`src/rtl/eth_axis_frame_gen.sv`:
```
// eth_axis_frame_gen: AXI4-Stream Ethernet frame source for MAC/PCS transmit
// bring-up, loopback and latency tests. Builds frames from a latched
// dst/src/ethertype header plus generated payload, 8 bytes per beat, and
// never drops tvalid inside a frame.
// Optional feature macro: ETH_FRAME_GEN_PRBS_EN selects PRBS31 payload
// instead of the default incrementing payload.
module eth_axis_frame_gen #(
  parameter int MAX_FRAME_BYTES = 1514,
  parameter int IFG_CYCLES      = 2
) (
  input  logic        i_clk,
  input  logic        i_reset_n,
  input  logic        i_start,
  input  logic        i_stop,
  input  logic [10:0] i_frame_len,
  input  logic [15:0] i_frame_count,
  input  logic [47:0] i_dst_mac,
  input  logic [47:0] i_src_mac,
  input  logic [15:0] i_ethertype,
  output logic [63:0] m00_axis_tdata,
  output logic [7:0]  m00_axis_tkeep,
  output logic        m00_axis_tvalid,
  input  logic        m00_axis_tready,
  output logic        m00_axis_tlast,
  output logic        o_busy,
  output logic [31:0] o_frames_sent
);

  typedef enum logic [1:0] {ST_IDLE, ST_SEND, ST_GAP} state_t;

  localparam logic [10:0] MIN_LEN = 11'd60;
  localparam logic [10:0] MAX_LEN = 11'(MAX_FRAME_BYTES);
  localparam int          GAP_W   = (IFG_CYCLES > 1) ? $clog2(IFG_CYCLES) : 1;

  // Clamp a requested length into the legal Ethernet range.
  function automatic logic [10:0] clamp_len(input logic [10:0] len);
    logic [10:0] r;
    r = len;
    if (len < MIN_LEN) r = MIN_LEN;
    else if (len > MAX_LEN) r = MAX_LEN;
    return r;
  endfunction

  // ceil(len/8)
  function automatic logic [8:0] beat_count(input logic [10:0] len);
    logic [11:0] sum;
    sum = {1'b0, len} + 12'd7;
    return sum[11:3];
  endfunction

  // Returns {tkeep, tdata} of one beat: header bytes, then incrementing
  // payload; bytes past the frame end are zero with their keep bit clear.
  function automatic logic [71:0] build_beat(input logic [111:0] hdr,
                                             input logic [10:0]  len,
                                             input logic [7:0]   seq,
                                             input logic [8:0]   beat);
    logic [63:0] data;
    logic [7:0]  keep;
    int          kk;
    data = '0;
    keep = '0;
    for (int j = 0; j < 8; j++) begin
      kk = int'(beat) * 8 + j;
      if (kk < int'(len)) begin
        keep[j] = 1'b1;
        if (kk < 14) data[8*j +: 8] = hdr[111 - 8*kk -: 8];
        else         data[8*j +: 8] = 8'(kk - 14) + seq;
      end
    end
    return {keep, data};
  endfunction

`ifdef ETH_FRAME_GEN_PRBS_EN
  localparam logic [30:0] PRBS_SEED = 31'h7FFF_FFFF;

  // PRBS31 (x^31 + x^28 + 1): state after 64 steps.
  function automatic logic [30:0] prbs_adv(input logic [30:0] s);
    logic [30:0] st;
    st = s;
    for (int i = 0; i < 64; i++) st = {st[29:0], st[30] ^ st[27]};
    return st;
  endfunction

  // PRBS31: the 64 output bits generated from state s, first bit in [0].
  function automatic logic [63:0] prbs_word(input logic [30:0] s);
    logic [30:0] st;
    logic [63:0] w;
    st = s;
    w  = '0;
    for (int i = 0; i < 64; i++) begin
      w[i] = st[30] ^ st[27];
      st   = {st[29:0], w[i]};
    end
    return w;
  endfunction

  // Replace payload bytes of beats 1.. with the PRBS word.
  function automatic logic [63:0] prbs_overlay(input logic [63:0] data,
                                               input logic [7:0]  keep,
                                               input logic [8:0]  beat,
                                               input logic [63:0] word);
    logic [63:0] d;
    d = data;
    if (beat != 9'd0) begin
      for (int j = 0; j < 8; j++) begin
        if (keep[j] && (int'(beat) * 8 + j >= 14)) d[8*j +: 8] = word[8*j +: 8];
      end
    end
    return d;
  endfunction
`endif

  state_t             state_q, state_d;
  logic [111:0]       hdr_q, hdr_in, hdr_sel;
  logic [10:0]        len_q, len_in, len_sel;
  logic [15:0]        count_q, seq_q, seq_d;
  logic [8:0]         beat_q, beat_d;
  logic [GAP_W-1:0]   gap_q, gap_d;
  logic               stop_pend_q, stop_pend_d;
  logic               vld_d, load, use_in, sent_inc;
  logic               hs, burst_end, stop_now;
  logic [63:0]        beat_data, beat_raw;
  logic [7:0]         beat_keep;
  logic               beat_last;
  logic [63:0]        tdata_q;
  logic [7:0]         tkeep_q;
  logic               tvalid_q, tlast_q, busy_q;
  logic [31:0]        sent_q;

  assign hdr_in  = {i_dst_mac, i_src_mac, i_ethertype};
  assign len_in  = clamp_len(i_frame_len);
  assign hdr_sel = use_in ? hdr_in : hdr_q;
  assign len_sel = use_in ? len_in : len_q;

  // Next-state, beat sequencing and stop handling.
  always_comb begin
    state_d   = state_q;
    beat_d    = beat_q;
    seq_d     = seq_q;
    gap_d     = gap_q;
    vld_d     = tvalid_q;
    load      = 1'b0;
    use_in    = 1'b0;
    sent_inc  = 1'b0;
    hs        = tvalid_q & m00_axis_tready;
    burst_end = (count_q != 16'd0) && ((seq_q + 16'd1) == count_q);
    stop_now  = stop_pend_q | i_stop;
    case (state_q)
      ST_IDLE: begin
        if (i_start) begin
          state_d = ST_SEND;
          load    = 1'b1;
          use_in  = 1'b1;
          beat_d  = 9'd0;
          seq_d   = 16'd0;
          vld_d   = 1'b1;
        end
      end
      ST_SEND: begin
        if (hs) begin
          if (tlast_q) begin
            sent_inc = 1'b1;
            seq_d    = seq_q + 16'd1;
            if (stop_now || burst_end) begin
              state_d = ST_IDLE;
              vld_d   = 1'b0;
            end else if (IFG_CYCLES == 0) begin
              load   = 1'b1;
              beat_d = 9'd0;
            end else begin
              state_d = ST_GAP;
              gap_d   = '0;
              vld_d   = 1'b0;
            end
          end else begin
            load   = 1'b1;
            beat_d = beat_q + 9'd1;
          end
        end
      end
      ST_GAP: begin
        if (stop_now) begin
          state_d = ST_IDLE;
        end else if (int'(gap_q) == IFG_CYCLES - 1) begin
          state_d = ST_SEND;
          load    = 1'b1;
          beat_d  = 9'd0;
          vld_d   = 1'b1;
        end else begin
          gap_d = gap_q + GAP_W'(1);
        end
      end
      default: state_d = ST_IDLE;
    endcase
    if (state_d == ST_IDLE)                  stop_pend_d = 1'b0;
    else if (i_stop && state_q != ST_IDLE)   stop_pend_d = 1'b1;
    else                                     stop_pend_d = stop_pend_q;
  end

  // Content of the beat being loaded this cycle.
  always_comb begin
    {beat_keep, beat_raw} = build_beat(hdr_sel, len_sel, seq_d[7:0], beat_d);
    beat_last             = (beat_d == beat_count(len_sel) - 9'd1);
  end

`ifdef ETH_FRAME_GEN_PRBS_EN
  logic [30:0] lfsr_q, lfsr_base;

  // LFSR state for the loaded beat: seed at beat 0/1, then 64 bits per beat.
  always_comb begin
    if (beat_d == 9'd0)      lfsr_base = PRBS_SEED;
    else if (beat_d == 9'd1) lfsr_base = lfsr_q;
    else                     lfsr_base = prbs_adv(lfsr_q);
    beat_data = prbs_overlay(beat_raw, beat_keep, beat_d, prbs_word(lfsr_base));
  end

  // LFSR state tracks the beat currently on the bus.
  always_ff @(posedge i_clk) begin
    if (load) lfsr_q <= lfsr_base;
  end
`else
  assign beat_data = beat_raw;
`endif

  // Burst parameters captured on an accepted start.
  always_ff @(posedge i_clk) begin
    if (state_q == ST_IDLE && i_start) begin
      hdr_q <= hdr_in;
      len_q <= len_in;
    end
  end

  // Control state and registered AXIS outputs.
  always_ff @(posedge i_clk or negedge i_reset_n) begin
    if (!i_reset_n) begin
      state_q     <= ST_IDLE;
      count_q     <= '0;
      seq_q       <= '0;
      beat_q      <= '0;
      gap_q       <= '0;
      stop_pend_q <= 1'b0;
      tvalid_q    <= 1'b0;
      tdata_q     <= '0;
      tkeep_q     <= '0;
      tlast_q     <= 1'b0;
      busy_q      <= 1'b0;
      sent_q      <= '0;
    end else begin
      state_q     <= state_d;
      seq_q       <= seq_d;
      beat_q      <= beat_d;
      gap_q       <= gap_d;
      stop_pend_q <= stop_pend_d;
      tvalid_q    <= vld_d;
      busy_q      <= (state_d != ST_IDLE);
      if (state_q == ST_IDLE && i_start) count_q <= i_frame_count;
      if (sent_inc) sent_q <= sent_q + 32'd1;
      if (load) begin
        tdata_q <= beat_data;
        tkeep_q <= beat_keep;
        tlast_q <= beat_last;
      end else if (!vld_d) begin
        tdata_q <= '0;
        tkeep_q <= '0;
        tlast_q <= 1'b0;
      end
    end
  end

  assign m00_axis_tdata  = tdata_q;
  assign m00_axis_tkeep  = tkeep_q;
  assign m00_axis_tvalid = tvalid_q;
  assign m00_axis_tlast  = tlast_q;
  assign o_busy          = busy_q;
  assign o_frames_sent   = sent_q;

endmodule

```
`config.mk`:
```
export PLATFORM = sky130hd
export DESIGN_NAME = eth_axis_frame_gen
export DESIGN_NICKNAME = d
export VERILOG_FILES = /design/src/rtl/eth_axis_frame_gen.sv
export SDC_FILE = /design/constraint.sdc
export NUM_CORES = 1
export LEC_CHECK = 0
export BUFFER_PORTS_ARGS = -buffer_cell sky130_fd_sc_hd__buf_2
export CAP_MARGIN = 10
export CORE_MARGIN = 5
export CORE_UTILIZATION = 35
export CTS_CLUSTER_DIAMETER = 30
export DETAILED_ROUTE_END_ITERATION = 6
export PLACE_DENSITY = 0.54
export SLEW_MARGIN = 20
export SYNTH_ARGS = -nofsm -noshare
export SYNTH_HDL_FRONTEND = slang
export SYNTH_SLANG_ARGS = --single-unit
```
`constraint.sdc`:
```
create_clock -name i_clk -period 13.71 [get_ports i_clk]
set_clock_uncertainty 0.2 [all_clocks]
set_input_delay 2.0565 -clock i_clk [delete_from_list [all_inputs] [get_ports i_clk]]
set_output_delay 2.0565 -clock i_clk [all_outputs]
set_load 0.02 [all_outputs]
```
==> metrics.md <==
| Metric | Value |
|---|---|
| Synth unique cells | `90` |
| # fillers | `3930` |
| Lkg Pwr | `8.16 nW` |
| Worst-path clk slew | `0.04 ns` |
| Fin area | `18800 sq um` |
| Critical path's largest stage delay | `0.58 ns` |
| Detailed Routing Iterations Pass 1 | `5` |
| Most common cell after layout, fill and taps aside | `buf_2` |
| Area leader, netlist | `dfrtp_1` |
| Routability congestion estimate | `0.816` |
| CTS buffer count | `74` |
| Avg Cell Area, Syn | `10.3 sq um` |
| EDFF count, synth | `123` |
| Area growth syn-to-layout | `30.5%` |
| Number of global-route vias before repair | `11900` |
| Global-route wire length before repair | `69.9 mm` |
| Hpwl dp | `31.7 mm` |
| Boundary pin count | `251` |
| TritonCTS clock tree | `done` |
| Worst-Margin Slew | `0.989 ns` |
| Rows | `74` |
| Synthesis Warnings | `0` |
| Vias | `11700` |
| Initial Util | `0.354` |
| Critical path arrival | `6.75 ns` |
| Clk_lat worst skew | `0.57 ns` |
| PostCTS Resize Cnt | `0` |
| Worst setup SP type | `primary input` |
| Complex-gate fraction of the synthesized area | `0.140` |
| Status | `complete, no violations` |
| Die Width | `213 um` |
| RSZ-0062 raised after global routing | `false` |
| Initial DRC count | `855` |
| Post-synthesis cell count | `1397` |
| Post-synthesis simple-gate area fraction | `0.158` |
| Dpl cell area | `16100 sq um` |
| Residual DRC | `0` |
| Finish-stage setup viols | `0` |
| Synth Cell Area | `14400 sq um` |
| Synth Flop Type | `dfrtp_1` |
| Post-Synth Adder-Cell Area | `0.0356` |
| Cts hold-fix bufs | `0` |
| Hold Fails Final Rpt | `0` |
| Buffer levels on the longest clock path | `3` |
| Clock Tree Root | `clkbuf_16` |
| Antenna viol nets, final | `0` |
| Most frequent cells in the layout | `buf_2 (249), nand2_1 (229), dfrtp_1 (152)` |
| XOR/XNOR Fraction of Synth Area | `0.0623` |
| Crit-path max FO | `126` |
| Post-synthesis sequential area ratio | `0.520` |
| Total die area | `45300 sq um` |
| Crit end category | `flop` |
| Setup CP Type | `primary input to flop` |
| Die Y | `213 um` |
| CP Cell Sequence | `buf_2 > or3b_4 > clkinv_8 > nor2_1 > or3_1 > ha_1 > a21o_1 > a21o_1 > a21o_1 > a21o_1 > a2111oi_2 > o221ai_2 > and2_0 > o21ai_0` |
| TNS Setup | `0 ns` |
| Min-delay worst type | `flop to flop` |
| Slew headroom | `0.341` |
| Fin crit share | `0.472` |
| H-tree depth | `3` |
| WP data required | `13.99 ns` |
| Initial antenna violation count | `2` |
| Mux share of post-synthesis cell area | `0.0478` |
| Syn nets | `1579` |
| Grt ovf | `0` |
| Area occupied by multi-input gates | `6410 sq um` |
| Min cycle time layout | `6.47 ns` |
| Synth top area share | `0.264` |
| Share of cells above drive strength 1 | `0.251` |
| VDD IR max | `0.156 mV` |
| Layout net count | `1832` |
| Routed len/inst | `20.2 um` |
| Vias per cell | `5.23` |
| Largest net degree at the start of global routing | `127` |
| CP max-delay cell | `a2111oi_2` |
| CP dominant cell by count | `a21o_1` |
| Pwr Density | `262 nW/um^2` |
| PortBufs | `250` |
| Ant. Diodes | `0` |
| Ranking of synthesized cells by area | `dfrtp_1 (26%), edfxtp_1 (26%), nand2_1 (6.0%)` |
| Asr flop ratio synth | `0.553` |
| Fmax | `155 MHz` |
| Register Area | `7500 sq um` |
| Post-CTS Setup Bufs | `0` |
| FF+latch count, synth | `275` |
| Post-Route WL | `45.2 mm` |
| Overall Global Routing Usage | `0.198` |
| Max Slew Vio Count | `0` |
| Sink Count | `275` |
| Maxcap violations | `0` |
| Core area | `40700 sq um` |
| Register-to-Register Setup Slack | `8.25 ns` |
| Largest family of logic cells by synthesized area | `simple AND/OR/NAND/NOR gates` |
| Total power | `4.92 mW` |
-- worst paths after layout --
path | depth (start not counted) | endpoint | from
setup reg to reg | 13 | m00_axis_tdata[17] | state_q[1]
max in group asynchronous | 2 | o_frames_sent[26] | i_reset_n
setup / recovery | 14 | m00_axis_tdata[17] | i_start
hold reg to reg | 1 | o_frames_sent[31] | o_frames_sent[31]
hold / removal | 1 | o_frames_sent[31] | o_frames_sent[31]
min in group asynchronous | 1 | o_busy | i_reset_n
-- cells in the mapped netlist (4+ instances only) --
library cell / n
a2111oi_0: 26
a21o_1: 14
a21oi_1: 95
a311oi_1: 9
a31oi_1: 11
and2_1: 10
and3_1: 14
and4_1: 7
buf_1: 7
buf_2: 11
clkbuf_1: 65
dfrtp_1: 152
edfxtp_1: 123
fa_1: 5
ha_1: 33
inv_1: 35
mux2i_1: 46
mux4_2: 8
nand2_1: 230
nand2b_1: 10
nand3_1: 26
nand4_1: 17
nor2_1: 83
nor2b_1: 6
nor3_1: 28
nor3b_1: 9
nor4_1: 8
o21a_1: 7
o21ai_0: 73
o21ai_1: 24
o21bai_1: 5
o22ai_1: 4
o31ai_1: 6
or3_1: 12
xnor2_1: 73
xor2_1: 25
-- worst max-delay path, delay by kind of cell --
family	cells	cell delay, ns
AO/OA/AOI/OAI	7	2.07
buffers and inverters	2	0.60
adder cells (fa/ha/maj)	1	0.35
AND/OR/NAND/NOR	4	1.59
-- report_power, final --
part / internal (mW) / leakage (nW) / switching, mW
Sequential: 1.05 / 3.11 / 0.124
Combinational: 0.666 / 3.75 / 1.23
Clock: 1.32 / 1.30 / 0.535
Total: 3.04 / 8.16 / 1.88
-- registers in the layout (all words and copies together), names as in the netlist --
register	count
m00_axis_tvalid	1
stop_pend_q	1
gap_q	1
seq_q	16
state_q	2
hdr_q	112
m00_axis_tkeep	8
count_q	16
len_q	11
o_frames_sent	32
m00_axis_tlast	1
o_busy	1
beat_q	9
m00_axis_tdata	64
-- cells by family (layout without fill, tap and decap cells) --
kind of cell	count (synthesis)	count (layout)
simple gates	483	483
fa+ha+maj	38	38
mux	58	58
buf+inv	125	439
xor+xnor	100	100
flops	275	275
compound gates	318	318
-- layer usage --
layer,wire [um],track usage,up-vias
li1,-,-,5563
met1,19800,0.264,5688
met2,20800,0.310,379
met3,3110,0.0570,98
met4,1550,0.0722,2
met5,13,0,-
-- cell type report --
cell class	instances	share of cell area
Sequential cell	275	0.399
Multi-Input combinational cell	997	0.341
Clock buffer	90	0.107
Timing Repair Buffer	264	0.0735
Clock inverter	47	0.0363
Tap cell	532	0.0354
Inverter	38	0.00825
-- metrics by stage --
stage           util  instances  worst slack, ns  hold slack, ns
2_1_floorplan      -       1397             5.98           0.268
6_report       0.462       2243             7.24           0.259
3_3_place_gp   0.395       2105             6.71           0.252
4_1_cts        0.461       2242             7.24           0.263
5_1_grt        0.462       2243             6.95           0.286
3_5_place_dp   0.395       2105             6.65           0.253
Power figures use the tool's default switching activity.
